[config.mk]
export PLATFORM = sky130hd
export DESIGN_NAME = axi_arb_sched_flat
export DESIGN_NICKNAME = d
export VERILOG_FILES = /design/src/rtl/axi_arb_sched_pkg.sv /design/src/rtl/axi_arb_sched_if.sv /design/src/rtl/axi_arb_sched_rr_pick.sv /design/src/rtl/axi_arb_sched.sv /design/src/flat_wrapper.sv
export SDC_FILE = /design/constraint.sdc
export NUM_CORES = 1
export LEC_CHECK = 0
export BUFFER_PORTS_ARGS = -buffer_cell sky130_fd_sc_hd__buf_2
export CORE_AREA = 2 2 53 55
export DETAILED_ROUTE_END_ITERATION = 6
export DIE_AREA = 0 0 55 57
export GPL_TIMING_DRIVEN = 0
export PLACE_DENSITY = 0.73
export SYNTH_ARGS = -nofsm -noshare
export SYNTH_HDL_FRONTEND = slang
export SYNTH_SLANG_ARGS = --single-unit
[constraint.sdc]
create_clock -name clk_i -period 1.9 [get_ports clk_i]
set_input_delay 0.285 -clock clk_i [delete_from_list [all_inputs] [get_ports clk_i]]
set_output_delay 0.285 -clock clk_i [all_outputs]
set_load 0.1 [all_outputs]
[src/rtl/axi_arb_sched_pkg.sv]
// axi_arb_pkg: shared state encoding, default parameters and width helper for the scheduler.
package axi_arb_pkg;

    typedef enum logic {
        IDLE  = 1'b0,
        GRANT = 1'b1
    } state_e;

    localparam int DEF_DATA_WIDTH = 7;
    localparam int DEF_NUM_REQ    = 4;
    localparam int DEF_MAX_BURST  = 4;

    function automatic int src_w(input int n);
        return (n > 1) ? $clog2(n) : 1;
    endfunction

endpackage

[src/rtl/axi_arb_sched_if.sv]
// axi_arb_sched_if: requester channels in, one registered valid/ready stage out.
interface axi_arb_sched_if #(
    parameter int DATA_WIDTH = axi_arb_pkg::DEF_DATA_WIDTH,
    parameter int NUM_REQ    = axi_arb_pkg::DEF_NUM_REQ
);
    import axi_arb_pkg::*;

    localparam int SRC_W = src_w(NUM_REQ);

    logic [NUM_REQ*DATA_WIDTH-1:0] up_bus;
    logic [NUM_REQ-1:0]            up_val;
    logic [NUM_REQ-1:0]            up_rdy;
    logic [DATA_WIDTH-1:0]         dn_bus;
    logic                          dn_val;
    logic                          dn_rdy;
    logic [SRC_W-1:0]              dn_src;
    logic                          busy;

    modport slave (
        input  up_bus, up_val, dn_rdy,
        output up_rdy, dn_bus, dn_val, dn_src, busy
    );

    modport master (
        output up_bus, up_val, dn_rdy,
        input  up_rdy, dn_bus, dn_val, dn_src, busy
    );

endinterface

[src/rtl/axi_arb_sched_rr_pick.sv]
// axi_rr_pick: first asserted request at or after ptr_i, wrapping modulo NUM_REQ.
module axi_rr_pick
    import axi_arb_pkg::*;
#(
    parameter int NUM_REQ = DEF_NUM_REQ,
    parameter int W       = src_w(NUM_REQ)
) (
    input  logic [NUM_REQ-1:0] req_i,
    input  logic [W-1:0]       ptr_i,
    output logic               found_o,
    output logic [W-1:0]       idx_o
);

    logic [W-1:0] j;

    // Scan farthest offset first so the closest hit to ptr_i is the one left standing.
    always_comb begin
        found_o = 1'b0;
        idx_o   = '0;
        j       = '0;
        for (int k = NUM_REQ - 1; k >= 0; k--) begin
            j = W'((int'(ptr_i) + k) % NUM_REQ);
            if (req_i[j]) begin
                found_o = 1'b1;
                idx_o   = j;
            end
        end
    end

endmodule

[src/rtl/axi_arb_sched.sv]
// axi_arb_sched: round-robin burst scheduler feeding one registered valid/ready stage,
// tagging each beat with the requester that produced it.
module axi_arb_sched
    import axi_arb_pkg::*;
#(
    parameter int DATA_WIDTH = DEF_DATA_WIDTH,
    parameter int NUM_REQ    = DEF_NUM_REQ,
    parameter int MAX_BURST  = DEF_MAX_BURST
) (
    input  logic           clk_i,
    input  logic           rst_ni,
    axi_arb_sched_if.slave bus
);

    localparam int SRC_W = src_w(NUM_REQ);
    localparam int CNT_W = $clog2(MAX_BURST + 1);

    state_e                state_q;
    logic [SRC_W-1:0]      ptr_q;
    logic [SRC_W-1:0]      ptr_d;
    logic [SRC_W-1:0]      owner_q;
    logic [SRC_W-1:0]      pick_idx;
    logic [CNT_W-1:0]      cnt_q;
    logic                  dn_val_q;
    logic [DATA_WIDTH-1:0] dn_bus_q;
    logic [SRC_W-1:0]      dn_src_q;
    logic                  found;
    logic                  grant;
    logic                  own_rdy;
    logic                  own_val;
    logic                  xfer;
    logic                  done;
    logic [DATA_WIDTH-1:0] pay [NUM_REQ];

    for (genvar g = 0; g < NUM_REQ; g++) begin : g_pay
        assign pay[g] = bus.up_bus[g*DATA_WIDTH +: DATA_WIDTH];
    end

    axi_rr_pick #(.NUM_REQ(NUM_REQ), .W(SRC_W)) u_pick (
        .req_i   (bus.up_val),
        .ptr_i   (ptr_q),
        .found_o (found),
        .idx_o   (pick_idx)
    );

    assign grant   = state_q == GRANT;
    assign own_rdy = grant && (!dn_val_q || bus.dn_rdy);
    assign own_val = bus.up_val[owner_q];
    assign xfer    = own_rdy && own_val;
    // The owner losing valid ends the grant even in a stalled cycle; a beat already registered still drains.
    assign done    = grant && (!own_val || (xfer && cnt_q == CNT_W'(MAX_BURST - 1)));
    assign ptr_d   = (owner_q == SRC_W'(NUM_REQ - 1)) ? '0 : owner_q + 1'b1;

    assign bus.up_rdy = own_rdy ? NUM_REQ'(1) << owner_q : '0;
    assign bus.dn_bus = dn_bus_q;
    assign bus.dn_val = dn_val_q;
    assign bus.dn_src = dn_src_q;
    assign bus.busy   = grant;

    always_ff @(posedge clk_i or negedge rst_ni) begin
        if (!rst_ni) begin
            state_q  <= IDLE;
            ptr_q    <= '0;
            owner_q  <= '0;
            cnt_q    <= '0;
            dn_val_q <= 1'b0;
            dn_bus_q <= '0;
            dn_src_q <= '0;
        end else begin
            if (xfer) begin
                dn_bus_q <= pay[owner_q];
                dn_src_q <= owner_q;
                cnt_q    <= cnt_q + 1'b1;
            end
            dn_val_q <= xfer || (dn_val_q && !bus.dn_rdy);
            if (!grant && found) begin
                state_q <= GRANT;
                owner_q <= pick_idx;
                cnt_q   <= '0;
            end else if (done) begin
                state_q <= IDLE;
                ptr_q   <= ptr_d;
            end
        end
    end

endmodule

[src/flat_wrapper.sv]
// flat-port wrapper written by rule: the top's interface ports become plain ports
module axi_arb_sched_flat import axi_arb_pkg::*;
#(
    parameter int DATA_WIDTH = DEF_DATA_WIDTH,
    parameter int NUM_REQ    = DEF_NUM_REQ,
    parameter int MAX_BURST  = DEF_MAX_BURST
)
  (clk_i, rst_ni, bus_up_bus, bus_up_val, bus_dn_rdy, bus_up_rdy, bus_dn_bus, bus_dn_val, bus_dn_src, bus_busy);
  axi_arb_sched_if #(.DATA_WIDTH(DATA_WIDTH), .NUM_REQ(NUM_REQ)) bus_i ();
  input  logic clk_i;
  input  logic rst_ni;
  input wire logic [$bits(bus_i.up_bus)-1:0] bus_up_bus;
  input wire logic [$bits(bus_i.up_val)-1:0] bus_up_val;
  input wire logic [$bits(bus_i.dn_rdy)-1:0] bus_dn_rdy;
  output wire logic [$bits(bus_i.up_rdy)-1:0] bus_up_rdy;
  output wire logic [$bits(bus_i.dn_bus)-1:0] bus_dn_bus;
  output wire logic [$bits(bus_i.dn_val)-1:0] bus_dn_val;
  output wire logic [$bits(bus_i.dn_src)-1:0] bus_dn_src;
  output wire logic [$bits(bus_i.busy)-1:0] bus_busy;
  assign bus_i.up_bus = bus_up_bus;
  assign bus_i.up_val = bus_up_val;
  assign bus_i.dn_rdy = bus_dn_rdy;
  assign bus_up_rdy = bus_i.up_rdy;
  assign bus_dn_bus = bus_i.dn_bus;
  assign bus_dn_val = bus_i.dn_val;
  assign bus_dn_src = bus_i.dn_src;
  assign bus_busy = bus_i.busy;
  axi_arb_sched #(.DATA_WIDTH(DATA_WIDTH), .NUM_REQ(NUM_REQ), .MAX_BURST(MAX_BURST)) u_core (.clk_i(clk_i), .rst_ni(rst_ni), .bus(bus_i));
endmodule
**Word level (Yosys, flattened, before mapping)**

Index checks and enable logic that the tools add are counted.

- $add $sub $neg: 5
- $lt $le $gt $ge: 6
- Equal/unequal tests: 2
- Shift operators: 1
- Muxes and demuxes: 27
- Bitwise gates (word level): 2
- Reductions and logical operators: 16

Operator list:

| cell | number |
|---|---|
| $lt 2x3->1 const B | 5 |
| $bmux 7 s2 | 1 |
| $mux 7 | 2 |
| $mux 1 | 11 |
| $bmux 1 s2 | 5 |
| $mux 2 | 5 |
| $logic_and 1x1->1 | 6 |
| $mux 3 | 2 |
| $add 2x1->2 const B | 2 |
| $add 2x2->2 const B | 2 |
| $logic_not 1->1 | 4 |
| $mux 4 | 1 |
| $reduce_bool 2->1 | 2 |
| $shl 1x2->4 const A | 1 |
| $add 3x1->3 const B | 1 |
| $eq 3x2->1 const B | 1 |
| $ge 3x3->1 const B | 1 |
| $logic_or 1x1->1 | 3 |
| $not 2->3 | 1 |
| $eq 2x2->1 const B | 1 |
| $reduce_and 2->1 | 1 |
| $not 1->1 | 1 |

- Register bits: 18
- Input port bits: 35

**Logic depth before layout (Yosys ltp)**

Gate-level depths: netlist (run 1).

- Depth in word-level cells: 10
- Mapped depth: 6
- Depth with buffers taken out: 5

**By module**

A second synthesis (run 1) with hierarchy kept.

- Cell total of the unflattened synthesis: 96
- Area total of the unflattened synthesis: 1188.6 um2

By module, submodules not included:

| module | instances | cells an instance | area an instance (um2) | seq. area each (um2) |
|---|---|---|---|---|
| axi_arb_sched | 1 | 83 | 1111.1 | 450.4 |
| axi_rr_pick | 1 | 13 | 77.6 | 0.0 |

**Worst setup path before layout (run 1)**

No wires, ideal clock.

- Path type: reg-to-output
- Start: register u_core.state_q, in the netlist u_core.bus.busy
- End: output bus_up_rdy[0]
- Arrival: 2.034 ns
- Path slack: -0.419 ns
- Cell stages (with the launch flop): 3
- Path buffers: 1
- Cells stage by stage: dfrtp_1 clkbuf_1 and3_1

- Cells in the longest elaborated chain, start to end: 2

Ends and longest elaborated chain:

| what | line | text |
|---|---|---|
| start, declared | axi_arb_sched.sv:18 | `state_e state_q;` |
| start signal, assigned | axi_arb_sched.sv:62 | `state_q <= IDLE;` |
| start signal, assigned | axi_arb_sched.sv:77 | `state_q <= GRANT;` |
| start signal, assigned | axi_arb_sched.sv:81 | `state_q <= IDLE;` |
| $logic_and 1x1->1 | axi_arb_sched.sv:47 | `assign own_rdy = grant && (!dn_val_q \|\| bus.dn_rdy);` |
| $mux 4 | axi_arb_sched.sv:54 | `assign bus.up_rdy = own_rdy ? NUM_REQ'(1) << owner_q : '0;` |
| end, declared | flat_wrapper.sv:15 | `output wire logic [$bits(bus_i.up_rdy)-1:0] bus_up_rdy;` |

Every way passes these cells.

**Worst setup path after layout (run 1)**

- Start: register u_core.owner_q[1]
- End: output bus_up_rdy[2]

- Cells in the longest elaborated chain, start to end: 2

Ends and longest elaborated chain:

| what | line | text |
|---|---|---|
| start, declared | axi_arb_sched.sv:21 | `logic [SRC_W-1:0] owner_q;` |
| start signal, assigned | axi_arb_sched.sv:78 | `owner_q <= pick_idx;` |
| $shl 1x2->4 | axi_arb_sched.sv:54 |  |
| $mux 4 | axi_arb_sched.sv:54 |  |

Every way passes these cells.

==> results of run 1 <==
-- how the worst max path moves through the flow --
stage                       from                    to  cells after the start
2_1_floorplan    u_core.bus.busy  u_core.bus.dn_bus[0]                      6
3_3_place_gp   u_core.owner_q[0]         bus_up_rdy[0]                      5
3_5_place_dp   u_core.owner_q[0]         bus_up_rdy[0]                      5
4_1_cts        u_core.owner_q[0]         bus_up_rdy[2]                      5
5_1_grt        u_core.owner_q[0]         bus_up_rdy[2]                      5
6_report       u_core.owner_q[1]         bus_up_rdy[2]                      5
-- routing by layer --
| metal | wire (µm) | vias to the layer above | share of wire |
|---|---|---|---|
| li1 | - | 459 | - |
| met1 | 1030 | 472 | 0.38 |
| met2 | 1450 | 43 | 0.53 |
| met3 | 236 | 0 | 0.087 |
| met4 | 0 | 0 | 0 |
| met5 | 0 | - | 0 |
-- synth_stat cells (all sizes together) (2+ instances only) --
library cell and number:
mux2 10, o22ai 3, nor2 2, ha 6, buf 3, dfrtp 18, nand2 13, mux2i 5
mux4 7, inv 8, a21oi 2, and3 4, nand2b 3, o21ai 3
-- registers in the layout, indices dropped and copies added, names as in the netlist --
signal / flops
u_core.bus.dn_src: 2
u_core.cnt_q: 3
u_core.ptr_q: 2
u_core.bus.dn_val: 1
u_core.bus.busy: 1
u_core.bus.dn_bus: 7
u_core.owner_q: 2
-- layout make-up --
type / instances / area [µm²] / area share
Timing Repair Buffer: 54 / 315 / 0.202
Multi-Input combinational cell: 65 / 643 / 0.412
Tap cell: 31 / 38.8 / 0.0249
Inverter: 8 / 30.0 / 0.0192
Clock buffer: 4 / 36.3 / 0.0233
Buffer: 4 / 41.3 / 0.0265
Sequential cell: 18 / 455 / 0.292
-- worst register-to-register path, cell delays in order (launching register included) --
cell	delay, ns
dfrtp_2	0.43
buf_4	0.16
mux2i_1	0.30
o22ai_2	0.17
nand2_2	0.12
buf_6	0.18
mux2_4	0.32
-- metrics by stage --
stage	TNS, ns	worst slack [ns]
after floorplan	0	0.0393
after global placement	0	0.0167
after detailed placement	-0.0265	-0.0152
after CTS	0	0.0187
after global routing	0	0.00905
final	0	0.0831
-- cell families after synthesis --
family                     count (synthesis)  synth area share
buffers and inverters                     12            0.0483
and+or+nand+nor                           22            0.0900
DFF                                       18             0.395
adders and majority gates                  6            0.0659
muxes                                     22             0.307
AOI/OAI and AO/OA                         15            0.0933
-- what timing repair did --
| action | CTS | global route |
|---|---|---|
| buffers inserted | 3 | 1 |
| gates cloned | 0 | 0 |
| gates resized for setup | 12 | 6 |
| hold buffers | 1 | 0 |
| hold endpoints to repair | 18 | 0 |
| endpoints found under the setup margin | 4 | 5 |
==> run_results.csv, run 1 <==
group,metric,value,unit
setup_path,end_kind,"primary output",
synth,async_reset_ff_frac,1.00,
synth,synth_area_leaders,"dfrtp_1, mux4_2, mux2_4, ha_1, mux2i_1",
synth,ys_ff_latch,18,
finish,instances_no_fill,184,
clocking,clock_path_buffers,2,
global_route,use_met1,0.196,
global_route,use_met3,0.0340,
finish,n_fill_cell,221,
clocking,insertion_delay,0.29,ns
setup_path,r2r-end,"u_core.bus.dn_bus[0]",
min_path,min_from,"bus_up_val[1]",
setup_path,crit_path_cell_trace,"buf_4, buf_4, ha_1, and3_2, buf_6",
timing,hold_viol_final,0,
min_path,hp-class,"primary input to flop",
timing,setup_viol,0,
route,drt-wirelength-per-cell,14.7,µm
setup_path,crit_path_top_delay_cell,"dfrtp_2",
clocking,root_buffer,"clkbuf_4",
place,dp.cells,175,
floorplan,initial_core_util,0.436,
route,drt-initial-drc-count,9,
setup_path,reg2reg_setup_slack,0.11,ns
timing,drv_slew,0,
timing,clock_skew,0.00345,ns
timing,timing.final.crit_share,0.956,
min_path,worstHoldEndpoint,"u_core.owner_q[0]",
finish,final_util,0.597,
synth,synth_top_area_frac,0.395,
synth,synth-edff-count,0,
finish,diodes,0,
global_route,busiest_layer,"met2",
place,placed_cell_area,1430,µm²
setup_path,startpoint_type,"flop",
clocking,path_clk_slew,0.10,ns
setup_path,cp_top_family,"flip-flops",
setup_path,worstRegToRegCells,6,
finish,drive_above_1_share,0.569,
finish,area_growth,36.9,%
timing,slew-limit-headroom,0.675,
timing,worst_slew_pin_slew,0.492,ns
synth,synth_fp_nets,136,
route,routed_wl,2710,µm
setup_path,cp_data_arrival_time,1.53,ns
global_route,grt_usage,0.183,
synth,synthCells,95,
place,gp_congestion,0.759,
global_route,grt_pass1_wl,4130,µm
floorplan,ios,50,
global_route,grt_pass1_vias,942,
synth,syn_avg_cell_area,12.0,µm²
floorplan,die_area,3140,µm²
synth,ys_seq_area_frac,0.395,
job,maxCapViolCount,0,
global_route,grt_overflow,0,
synth,synth_top_area_cell,"dfrtp_1",
clocking,cts-buffers-inserted,3,
synth,synth_ff_type,"dfrtp_1",
setup_path,path_buf_inv,3,
synth,yosysWarnings,0,
floorplan,core,2620,µm²
global_route,met2_usage,0.338,
floorplan,die_w,55,µm
finish,final_nets,195,
setup_path,critPathMaxFanout,5,
route,drtAntennaViolNets,0,
finish,final_cell_mix,"buf_2, dfrtp_1, nand2_1, inv_1, mux2_4",
global_route,antenna_found_initial,0,
place,hpwlAfterDp,2070,µm
global_route,grt_max_degree,19,
timing,rsz0062_at_grt,"no",
floorplan,die_y,57,µm
finish,mostFrequentLayoutCell,"buf_2",
timing,whs,0.365,ns
setup_path,r2r_start,"u_core.owner_q[0]",
place,numPortBuffers,49,
setup_path,max_stage_delay,0.45,ns
route,drc,0,
clocking,h-tree-depth,1,
setup_path,crit_type,"flop to primary output",
finish,final_cell_area,1560,µm²
clocking,cts.sinks,18,
timing,layout_min_cycle_time,1.82,ns
synth,syn-cell-area,1140,µm²
clocking,cts_tree,"yes",
timing,fmax,550,MHz
min_path,hold_depth,3,
status,status,"complete, no violations",
setup_path,required,1.62,ns
route,vias,974,
synth,synth_cell_types,27,
route,dr.pass1.iters,5,
route,viasPerCell,5.29,
floorplan,std_cell_rows,19,
setup_path,crit_top_cell,"buf_4",
Power of run 1 is left out: the tool's default activity adds up to more than one toggle a clock period on the data nets, which glitch-free logic cannot reach.
==> run 2, diff against run 1 <==
--- a/config.mk
+++ b/config.mk
@@ -6,9 +6,11 @@
 export NUM_CORES = 1
 export LEC_CHECK = 0
 export BUFFER_PORTS_ARGS = -buffer_cell sky130_fd_sc_hd__buf_2
-export CORE_AREA = 2 2 53 55
+export CELL_PAD_IN_SITES_DETAIL_PLACEMENT = 0
+export CELL_PAD_IN_SITES_GLOBAL_PLACEMENT = 1
+export CORE_AREA = 2 2 67 57
 export DETAILED_ROUTE_END_ITERATION = 6
-export DIE_AREA = 0 0 55 57
+export DIE_AREA = 0 0 69 59
 export GPL_TIMING_DRIVEN = 0
 export PLACE_DENSITY = 0.73
 export SYNTH_ARGS = -nofsm -noshare
==> run_results.csv, run 2 (same netlist as run 1, synthesis figures left out) <==
group,metric,value,unit
status,status,"complete, no violations",
global_route,grt_usage,0.130,
timing,timing.final.crit_share,0.963,
floorplan,die_w,69,µm
route,viasPerCell,4.89,
setup_path,startpoint_type,"flop",
finish,drive_above_1_share,0.537,
job,maxCapViolCount,0,
floorplan,std_cell_rows,19,
global_route,grt_overflow,0,
clocking,root_buffer,"clkbuf_8",
place,hpwlAfterDp,2080,µm
setup_path,crit_end,"bus_up_rdy[2]",
setup_path,critPathMaxFanout,10,
place,gp_congestion,0.791,
timing,worst_slew_pin_slew,0.491,ns
route,dr.pass1.iters,4,
global_route,grt_pass1_wl,4130,µm
setup_path,crit_type,"flop to primary output",
floorplan,die_area,4070,µm²
route,drt-wirelength-per-cell,14.0,µm
clocking,insertion_delay,0.25,ns
route,drtAntennaViolNets,0,
setup_path,worstRegToRegCells,5,
place,placed_cell_area,1450,µm²
timing,finalSetupTns,0,ns
clocking,h-tree-depth,1,
timing,clock_skew,0.00220,ns
floorplan,initial_core_util,0.342,
finish,final_cell_area,1550,µm²
setup_path,reg2reg_setup_slack,0.12,ns
global_route,grt_max_degree,19,
timing,hold_viol_final,0,
global_route,antenna_found_initial,0,
timing,drv_slew,0,
finish,final_nets,191,
clocking,clock_path_buffers,2,
timing,slew-limit-headroom,0.675,
floorplan,core,3330,µm²
route,drc,0,
global_route,grt_pass1_vias,861,
setup_path,end_kind,"primary output",
timing,setup_viol,0,
floorplan,ios,50,
timing,fmax,547,MHz
route,routed_wl,2670,µm
place,numPortBuffers,49,
finish,area_growth,36.3,%
setup_path,r2r_start,"u_core.owner_q[0]",
finish,largest_reg_flops,7,
timing,rsz0062_at_grt,"no",
timing,whs,0.404,ns
clocking,cts.sinks,18,
finish,mostFrequentLayoutCell,"buf_2",
clocking,path_clk_slew,0.07,ns
route,vias,934,
setup_path,cp-startpoint,"u_core.owner_q[0]",
min_path,hp-class,"primary input to flop",
floorplan,die_y,59,µm
finish,final_cell_mix,"buf_2, dfrtp_1, nand2_1, inv_1, mux2_4",
setup_path,required,1.62,ns
route,drt-initial-drc-count,62,
clocking,cts_tree,"yes",
clocking,cts-buffers-inserted,3,
finish,diodes,0,
setup_path,cp_data_arrival_time,1.54,ns
timing,layout_min_cycle_time,1.83,ns
setup_path,r2r-end,"u_core.bus.dn_bus[4]",
-- run 2: changes by cell type in the layout (fill, tap and decap cells not counted), sizes merged --
cell    before  now
clkbuf       5    6
buf         56   51
-- run 2: per-stage QoR --
stage | std cells | utilization | setup WS [ns]
floorplan | 95 | - | 0.0393
CTS | 191 | 0.462 | 0.000893
finish | 191 | 0.467 | 0.0711
global route | 191 | 0.467 | 0.00918
global placement | 186 | 0.434 | 0.00484
detailed placement | 186 | 0.434 | -0.0513
-- run 2: critical path, stage by stage (launching register included) --
cell	delay, ns
dfrtp_2	0.49
buf_12	0.18
inv_1	0.07
ha_1	0.14
and3_2	0.18
buf_6	0.22
-- run 2: cell type report --
cell class              count  area [µm²]
well taps                  42        52.6
repair buffers             50         277
clock buffers               4        55.1
inverters                   8        30.0
flip-flops and latches     18         454
fillers                   349        1770
multi-input cells          65         639
plain buffers               4        46.3
-- run 2: worst min-delay path by stage --
stage | startpoint | to | depth (start not counted)
floorplan | rst_ni | u_core.bus.busy | 0
global placement | rst_ni | u_core.bus.dn_bus[2] | 1
detailed placement | rst_ni | u_core.bus.dn_src[1] | 1
CTS | bus_up_val[1] | u_core.owner_q[0] | 3
global route | bus_up_val[3] | u_core.owner_q[1] | 3
finish | bus_up_val[1] | u_core.owner_q[0] | 3
-- run 2: what timing repair did --
item | CTS | global route
gates resized for setup | 9 | 5
setup endpoints to repair | 3 | 4
buffers inserted | 0 | 0
endpoints found under the hold margin | 18 | 0
hold buffers | 1 | 0
-- run 2: metal layers --
metal  GRT usage  vias up  share of wire
li1            -      451              -
met1       0.170      450           0.42
met2       0.207       29           0.50
met3      0.0374        4          0.063
met4      0.0504        0          0.013
met5           0        -              0
Power of run 2 is left out for the same reason.
==> run 3, diff against run 2 <==
--- a/config.mk
+++ b/config.mk
@@ -8,11 +8,11 @@
 export BUFFER_PORTS_ARGS = -buffer_cell sky130_fd_sc_hd__buf_2
 export CELL_PAD_IN_SITES_DETAIL_PLACEMENT = 0
 export CELL_PAD_IN_SITES_GLOBAL_PLACEMENT = 1
-export CORE_AREA = 2 2 67 57
+export CORE_AREA = 2 2 61 63
 export DETAILED_ROUTE_END_ITERATION = 6
-export DIE_AREA = 0 0 69 59
+export DIE_AREA = 0 0 63 65
 export GPL_TIMING_DRIVEN = 0
-export PLACE_DENSITY = 0.73
+export PLACE_DENSITY = 0.72
 export SYNTH_ARGS = -nofsm -noshare
 export SYNTH_HDL_FRONTEND = slang
 export SYNTH_SLANG_ARGS = --single-unit
==> run_results.csv, run 3 (same netlist as run 1, synthesis figures left out) <==
group,metric,value,unit
status,status,"complete, no violations",
place,place_ws,-0.0305,ns
clocking,insertion_delay,0.30,ns
place,numPortBuffers,49,
clocking,clock_path_buffers,2,
timing,worst_slew_pin_slew,0.493,ns
finish,final_cell_mix,"buf_2, dfrtp_1, nand2_1, inv_1",
floorplan,core,3500,µm²
timing,setup_viol,0,
global_route,grt_usage,0.140,
timing,layout_min_cycle_time,1.83,ns
timing,slew-limit-headroom,0.674,
setup_path,critPathMaxFanout,10,
finish,drive_above_1_share,0.565,
finish,largest_reg_flops,7,
route,drtAntennaViolNets,0,
global_route,grt_overflow,0,
route,vias,963,
setup_path,path_buf_inv,3,
timing,drv_slew,0,
timing,timing.final.crit_share,0.963,
finish,instances_no_fill,202,
job,maxCapViolCount,0,
floorplan,die_w,63,µm
route,drt-wirelength-per-cell,13.1,µm
clocking,cts-buffers-inserted,3,
setup_path,crit_path_cell_trace,"buf_4, inv_1, ha_1, and3_2, buf_8",
route,drt-initial-drc-count,29,
setup_path,max_stage_delay,0.40,ns
timing,whs,0.358,ns
global_route,grt_pass1_wl,4370,µm
clocking,root_buffer,"clkbuf_4",
setup_path,required,1.62,ns
clocking,cts_tree,"yes",
clocking,path_clk_slew,0.11,ns
finish,mostFrequentLayoutCell,"buf_2",
route,viasPerCell,4.77,
route,routed_wl,2650,µm
floorplan,die_y,65,µm
setup_path,r2r_start,"u_core.owner_q[0]",
setup_path,crit_type,"flop to primary output",
global_route,antenna_found_initial,0,
setup_path,end_kind,"primary output",
place,dp.cells,192,
setup_path,cp_data_arrival_time,1.55,ns
floorplan,die_area,4100,µm²
setup_path,cp-startpoint,"u_core.owner_q[1]",
timing,clock_skew,0.00757,ns
place,hpwlAfterDp,1990,µm
setup_path,startpoint_type,"flop",
place,gp_congestion,0.806,
setup_path,cp_top_family,"buffers and inverters",
timing,fmax,546,MHz
global_route,grt_max_degree,19,
min_path,min_from,"bus_up_val[1]",
finish,area_growth,39.6,%
finish,diodes,0,
route,drc,0,
min_path,hp-class,"primary input to flop",
finish,n_fill_cell,334,
floorplan,std_cell_rows,22,
clocking,h-tree-depth,1,
setup_path,crit_path_top_delay_cell,"dfrtp_1",
timing,worst_slack,0.0694,ns
timing,hold_viol_final,0,
clocking,cts.sinks,18,
route,dr.pass1.iters,4,
floorplan,initial_core_util,0.326,
floorplan,ios,50,
global_route,grt_pass1_vias,975,
finish,final_nets,196,
## run 3: changes by cell type in the layout (fill, tap and decap cells not counted)
cell      change
buf_4         +7
buf_6         -3
clkbuf_8      -3
buf_8         +2
clkbuf_4      +2
mux2i_1       -2
mux2i_2       +2
## run 3: path summary, 6_finish.rpt
check                                       endpoint  slack (ns)  cells past startpoint
min in group asynchronous       u_core.bus.dn_bus[5]        0.44                      2
worst max register to register  u_core.bus.dn_bus[3]        0.12                      6
max in group asynchronous            u_core.bus.busy        1.15                      2
worst min-delay path               u_core.owner_q[0]        0.36                      3
worst min register to register       u_core.cnt_q[0]        0.50                      1
worst max-delay path                   bus_up_rdy[1]        0.07                      5
## run 3: cell type report
class / instances / area, µm² / share of cell area
Multi-Input combinational cell: 65 / 647 / 0.406
Buffer: 4 / 42.5 / 0.0267
Sequential cell: 18 / 454 / 0.285
Clock buffer: 4 / 36.3 / 0.0228
Inverter: 8 / 30.0 / 0.0189
Timing Repair Buffer: 55 / 322 / 0.202
Tap cell: 48 / 60.1 / 0.0377
## run 3: timing repair
| item | in CTS | in global routing |
|---|---|---|
| gates resized for setup | 11 | 6 |
| buffers inserted | 5 | 0 |
| hold buffers | 1 | 0 |
| hold endpoints to repair | 18 | 0 |
| gates cloned | 0 | 0 |
| endpoints found under the setup margin | 4 | 10 |
## run 3: worst register-to-register path: stages (launching register included)
cell	delay, ns
dfrtp_2	0.47
buf_4	0.17
mux2i_2	0.27
o22ai_2	0.16
nand2_2	0.11
buf_6	0.18
mux2_4	0.32
## run 3: layer usage
metal | wire length [µm] | share of wire | up-vias | global-route usage
met5 | 0 | 0 | - | 0
met4 | 64 | 0.024 | 0 | 0.0833
met3 | 168 | 0.063 | 4 | 0.0226
met2 | 1210 | 0.45 | 39 | 0.234
met1 | 1210 | 0.46 | 461 | 0.169
li1 | - | - | 459 | -
## run 3: per-stage QoR
stage | util | setup TNS (ns) | area [µm²]
final | 0.455 | 0 | 1590
after global placement | 0.416 | -0.00532 | 1450
after detailed placement | 0.416 | -0.0518 | 1450
after floorplan | - | 0 | 1150
after global routing | 0.455 | -0.000761 | 1590
after CTS | 0.448 | 0 | 1570
Power of run 3 is left out for the same reason.
